### config.mk
export PLATFORM = sky130hd
export DESIGN_NAME = vga_frame_capture
export DESIGN_NICKNAME = d
export VERILOG_FILES = /design/src/rtl/vga_pkg.sv /design/src/rtl/vga_strobe_edge.sv /design/src/rtl/vga_frame_capture.sv
export SDC_FILE = /design/constraint.sdc
export NUM_CORES = 1
export LEC_CHECK = 0
export CORE_MARGIN = 4
export CORE_UTILIZATION = 52
export CTS_CLUSTER_DIAMETER = 30
export CTS_CLUSTER_SIZE = 16
export DETAILED_ROUTE_END_ITERATION = 12
export HOLD_SLACK_MARGIN = 0.15
export PLACE_DENSITY = 0.79
export SLEW_MARGIN = 10
export SYNTH_ARGS = -nofsm -noshare
export SYNTH_HDL_FRONTEND = slang
export SYNTH_HIERARCHICAL = 1
export SYNTH_SLANG_ARGS = --single-unit
### constraint.sdc
create_clock -name clk -period 2.3 [get_ports clk]
set_input_delay 0.46 -clock clk [delete_from_list [all_inputs] [get_ports clk]]
set_output_delay 0.46 -clock clk [all_outputs]
set_load 0.05 [all_outputs]
### src/rtl/vga_pkg.sv
// Shared VGA definitions: 640x480 timing constants, 24-bit pixel packing and capture states.
package vga_pkg;

  localparam int HACTIVE = 640;
  localparam int HFP     = 16;
  localparam int HSYN    = 96;
  localparam int HBP     = 48;
  localparam int HMAX    = HACTIVE + HFP + HSYN + HBP;
  localparam int VACTIVE = 480;
  localparam int VFP     = 10;
  localparam int VSYN    = 2;
  localparam int VBP     = 33;
  localparam int VMAX    = VACTIVE + VFP + VSYN + VBP;

  typedef struct packed {
    logic [7:0] b;
    logic [7:0] g;
    logic [7:0] r;
  } pix24_t;

  function automatic pix24_t pack_pix(input logic [7:0] r, input logic [7:0] g,
                                      input logic [7:0] b);
    pix24_t p;
    p.r = r;
    p.g = g;
    p.b = b;
    return p;
  endfunction

  typedef enum logic [2:0] {IDLE, ARM, SYNC, CAPTURE, FINISH} cap_state_t;

endpackage

### src/rtl/vga_strobe_edge.sv
// Rise/fall detector for one video signal, sampled only on pix_en cycles.
// Edges are combinational against the previous qualified sample.
module vga_strobe_edge (
  input  logic clk,
  input  logic rst,
  input  logic pix_en_i,
  input  logic sig_i,
  output logic rise_o,
  output logic fall_o
);

  logic prev_q;

  always_ff @(posedge clk) begin
    if (rst) begin
      prev_q <= 1'b0;
    end else if (pix_en_i) begin
      prev_q <= sig_i;
    end
  end

  assign rise_o = pix_en_i &  sig_i & ~prev_q;
  assign fall_o = pix_en_i & ~sig_i &  prev_q;

endmodule

### src/rtl/vga_frame_capture.sv
// Captures one active VGA frame into linear image memory as packed {b,g,r} words.
// Writes are registered one clk after the pix_en sample; line_base is a running sum, no multiplier.
module vga_frame_capture
  import vga_pkg::*;
#(
  parameter int HACTIVE = vga_pkg::HACTIVE,
  parameter int VACTIVE = vga_pkg::VACTIVE,
  parameter int AW      = 24
) (
  input  logic          clk,
  input  logic          rst,
  input  logic          pix_en,
  input  logic          hsync,
  input  logic          vsync,
  input  logic          blank_b,
  input  logic [7:0]    r,
  input  logic [7:0]    g,
  input  logic [7:0]    b,
  input  logic          start,
  output logic          busy,
  output logic          done,
  output logic          err,
  output logic          mem_we,
  output logic [AW-1:0] mem_addr,
  output logic [23:0]   mem_wdata
);

  localparam int XW = $clog2(HACTIVE + 1);
  localparam int YW = $clog2(VACTIVE + 1);
  localparam logic [XW-1:0] XFULL = XW'(HACTIVE);
  localparam logic [YW-1:0] YLAST = YW'(VACTIVE - 1);
  localparam logic [AW-1:0] HSTEP = AW'(HACTIVE);

  logic hs_rise_unused, hs_fall_unused;
  logic vs_rise_unused, vs_fall;
  logic bl_rise, bl_fall;

  vga_strobe_edge u_hs_edge (
    .clk(clk), .rst(rst), .pix_en_i(pix_en), .sig_i(hsync),
    .rise_o(hs_rise_unused), .fall_o(hs_fall_unused)
  );
  vga_strobe_edge u_vs_edge (
    .clk(clk), .rst(rst), .pix_en_i(pix_en), .sig_i(vsync),
    .rise_o(vs_rise_unused), .fall_o(vs_fall)
  );
  vga_strobe_edge u_bl_edge (
    .clk(clk), .rst(rst), .pix_en_i(pix_en), .sig_i(blank_b),
    .rise_o(bl_rise), .fall_o(bl_fall)
  );

  cap_state_t    state_q, state_d;
  logic [XW-1:0] x_q, x_d;
  logic [YW-1:0] y_q, y_d;
  logic [AW-1:0] base_q, base_d;
  logic          sticky_q, sticky_d;
  logic          busy_q, busy_d;
  logic          done_q, done_d;
  logic          err_q, err_d;
  logic          we_q, we_d;
  logic [AW-1:0] addr_q, addr_d;
  logic [23:0]   wdata_q, wdata_d;

  always_comb begin
    state_d  = state_q;
    x_d      = x_q;
    y_d      = y_q;
    base_d   = base_q;
    sticky_d = sticky_q;
    busy_d   = busy_q;
    done_d   = 1'b0;
    err_d    = 1'b0;
    we_d     = 1'b0;
    addr_d   = addr_q;
    wdata_d  = wdata_q;
    unique case (state_q)
      IDLE: begin
        if (start) begin
          state_d  = ARM;
          busy_d   = 1'b1;
          x_d      = '0;
          y_d      = '0;
          base_d   = '0;
          sticky_d = 1'b0;
        end
      end
      ARM: begin
        if (vs_fall) state_d = SYNC;
      end
      SYNC: begin
        if (bl_rise) begin
          state_d = CAPTURE;
          we_d    = 1'b1;
          addr_d  = base_q;
          wdata_d = pack_pix(r, g, b);
          x_d     = XW'(1);
        end
      end
      CAPTURE: begin
        if (vs_fall) begin
          state_d = FINISH;
          busy_d  = 1'b0;
          done_d  = 1'b1;
          err_d   = 1'b1;
        end else if (pix_en && blank_b) begin
          if (x_q < XFULL) begin
            we_d    = 1'b1;
            addr_d  = base_q + AW'(x_q);
            wdata_d = pack_pix(r, g, b);
            x_d     = x_q + XW'(1);
          end else begin
            // x saturates, so an over-long line is only visible here
            sticky_d = 1'b1;
          end
        end else if (bl_fall) begin
          base_d = base_q + HSTEP;
          x_d    = '0;
          y_d    = y_q + YW'(1);
          if (x_q != XFULL) sticky_d = 1'b1;
          if (y_q == YLAST) begin
            state_d = FINISH;
            busy_d  = 1'b0;
            done_d  = 1'b1;
            err_d   = sticky_q | (x_q != XFULL);
          end
        end
      end
      FINISH: state_d = IDLE;
      default: state_d = IDLE;
    endcase
  end

  always_ff @(posedge clk) begin
    if (rst) begin
      state_q  <= IDLE;
      x_q      <= '0;
      y_q      <= '0;
      base_q   <= '0;
      sticky_q <= 1'b0;
      busy_q   <= 1'b0;
      done_q   <= 1'b0;
      err_q    <= 1'b0;
      we_q     <= 1'b0;
      addr_q   <= '0;
      wdata_q  <= '0;
    end else begin
      state_q  <= state_d;
      x_q      <= x_d;
      y_q      <= y_d;
      base_q   <= base_d;
      sticky_q <= sticky_d;
      busy_q   <= busy_d;
      done_q   <= done_d;
      err_q    <= err_d;
      we_q     <= we_d;
      addr_q   <= addr_d;
      wdata_q  <= wdata_d;
    end
  end

  assign busy      = busy_q;
  assign done      = done_q;
  assign err       = err_q;
  assign mem_we    = we_q;
  assign mem_addr  = addr_q;
  assign mem_wdata = wdata_q;

endmodule

==> results.yml <==
run_status:
  outcome: "finished clean"
timing:
  hold_ws_ns: 0.313
  relSlewSlack_pct: 55.3
  slew_violations: 0
  tightestPinTransition_ns: 0.671
  finalSetupViolCount: 0
  clock_skew_ns: 0.0150
  timing.fmax_mhz: 435
  min_period_ns: 2.30
  fin_crit_sh_pct: 99.9
  grt_setup_unrepaired: "yes"
  hold_viol_final: 0
synth:
  avgSynthCellArea_um2: 8.20
  syn_inst: 513
  synth_nets: 551
  ys_warn_count: 6
  syn_area_mm2: 0.00421
clock_tree:
  clkLatencyLatePin_ns: 0.36
  cts.sinks: 94
  clkSlewWorstSetupHoldPaths_ns: 0.10
  numCtsBuffers: 9
  postCtsHoldBufs: 0
  cts_buffer_depth: 2
  cts_tree: "yes"
  htree_levels: 3
  clock-root-buffer: "clkbuf_8"
routing:
  via_per_inst: 5.53
  routed_wl_um: 10600
  dr.pass1.iters: 5
  drc: 0
  antenna_left: 0
  vias: 3997
  wl_per_cell_um: 14.7
  drtIter0Drc: 121
critical_path:
  critPathLaunchType: "input pin"
  worstPathMaxFanout: 17
  critPathRequiredTime_ns: 2.54
  worst_setup_path_end_kind: "register"
  worstSetupPathType: "input pin to register"
  cp_data_arrival_time_ns: 2.54
worst_hold_path:
  worstHoldPathType: "input pin to register"
global_route:
  antenna_found_initial: 0
  grt.total_usage_pct: 22.8
  grt_max_degree: 63
  first_global_vias: 3837
  overflow: 0
  grt_pass1_wl_um: 18300
floorplan:
  core_mm2: 0.00781
  num_rows: 32
  start_util_pct: 53.9
  fp.dieW_um: 97.9
  die_h_um: 97.9
  die-area_mm2: 0.00959
  io_pins: 83
cells_and_area:
  area_growth_pct: 33.4
  diodes: 0
  n_fill_cell: 632
  drive_above_1_share_pct: 11.8
  fin_nets: 654
  final_area_mm2: 0.00561
power_and_ir_drop:
  vdd_drop_max_mv: 0.405
  cellPowerDensity_mw_per_mm2: 515
  p_leak_nw: 1.88
run:
  max_cap_viol_count: 0
placed_design:
  io_buffers: 81
  gp_congestion: 0.877
  dp_hpwl_um: 7710
  dpl_cell_area_mm2: 0.00540
## stage by stage
stage / TNS [ns] / util, % / cells / total power [W] / setup WS [ns]
after floorplan: 0 / - / 513 / 0.00178 / 0.227
after global placement: -6.08 / 69.1 / 705 / 0.00190 / -0.333
after detailed placement: -7.99 / 69.1 / 705 / 0.00190 / -0.366
after CTS: 0 / 71.4 / 721 / 0.00291 / 0.0220
after global routing: -0.116 / 71.9 / 723 / 0.00301 / -0.0373
final: 0 / 71.9 / 723 / 0.00289 / 0.00123
## final cells by class
type / count / area (µm²) / share of cell area, %
Timing Repair Buffer: 124 / 1200 / 21.5
Clock inverter: 7 / 55.1 / 0.981
Inverter: 7 / 26.3 / 0.468
Tap cell: 102 / 128 / 2.27
Multi-Input combinational cell: 380 / 2190 / 39.1
Clock buffer: 9 / 124 / 2.21
Sequential cell: 94 / 1880 / 33.5
## worst paths after layout
| path | start | cells after the start | slack [ns] | end |
|---|---|---|---|---|
| worst min register to register | mem_addr[0]$_SDFFE_PP0P_ | 2 | 0.46 | mem_addr[0]$_SDFFE_PP0P_ |
| worst max-delay path | pix_en | 8 | 0.001 | base_q[17]$_SDFFE_PP0P_ |
| worst max register to register | state_q[1]$_SDFFE_PP0P_ | 6 | 0.20 | base_q[17]$_SDFFE_PP0P_ |
| worst min-delay path | rst | 2 | 0.31 | busy$_SDFFE_PP0P_ |
## layout by cell type, fill, tap and decap left out, types with 2 or more instances in the layout
| cell | n |
|---|---|
| nand4_1 | 10 |
| nand4b_1 | 2 |
| o22ai_1 | 2 |
| nand2b_1 | 2 |
| nor4_2 | 2 |
| o21a_1 | 3 |
| nand2_1 | 86 |
| clkinvlp_4 | 2 |
| ha_1 | 7 |
| buf_12 | 6 |
| and3_1 | 3 |
| nor4_1 | 7 |
| a21oi_2 | 3 |
| nand3b_1 | 6 |
| mux2i_1 | 5 |
| a211oi_1 | 9 |
| dfxtp_1 | 94 |
| and3b_2 | 2 |
| and2_1 | 3 |
| o21ai_0 | 15 |
| or3_1 | 11 |
| a21oi_1 | 60 |
| inv_1 | 7 |
| nand3_1 | 22 |
| nor2_1 | 46 |
| a31oi_1 | 2 |
| xnor2_1 | 18 |
| a21boi_0 | 2 |
| nor3_1 | 8 |
| nor3b_1 | 5 |
| and4_1 | 2 |
| a311oi_1 | 4 |
| buf_4 | 37 |
| xor2_1 | 11 |
| clkbuf_8 | 9 |
| inv_6 | 4 |
| a21o_1 | 2 |
| clkdlybuf4s50_1 | 80 |
## power breakdown
group          internal (W)  switching (W)
clock              0.000407       0.000611
sequential          0.00164     0.00000904
combinational      0.000111       0.000115
total               0.00215       0.000736
## per-layer routing
layer	vias up	global-route usage, %	share of wire [%]
met5	-	0	0
met4	0	7.14	1.6
met3	13	4.29	4.1
met2	88	38.2	49
met1	1889	29.7	46
li1	2007	-	-
## registers in the layout, indices dropped and copies added, names as in the netlist
register and count:
mem_addr 24, mem_wdata 24, base_q 17, x_q 10
y_q 9, state_q 3, busy 1, done 1
err 1, mem_we 1, sticky_q 1, u_bl_edge/prev_q 1
u_vs_edge/prev_q 1
## critical path, stage by stage
cell             delay [ns]
clkdlybuf4s50_1        0.54
and3b_2                0.21
a21bo_2                0.24
a221o_1                0.36
buf_12                 0.16
nor4_1                 0.33
xnor2_1                0.17
nor2_1                 0.05
## repair_timing
item                       CTS  global route
gates resized for setup      0             4
buffers inserted             0             2
setup endpoints to repair    0            10
Power figures use the tool's default switching activity.
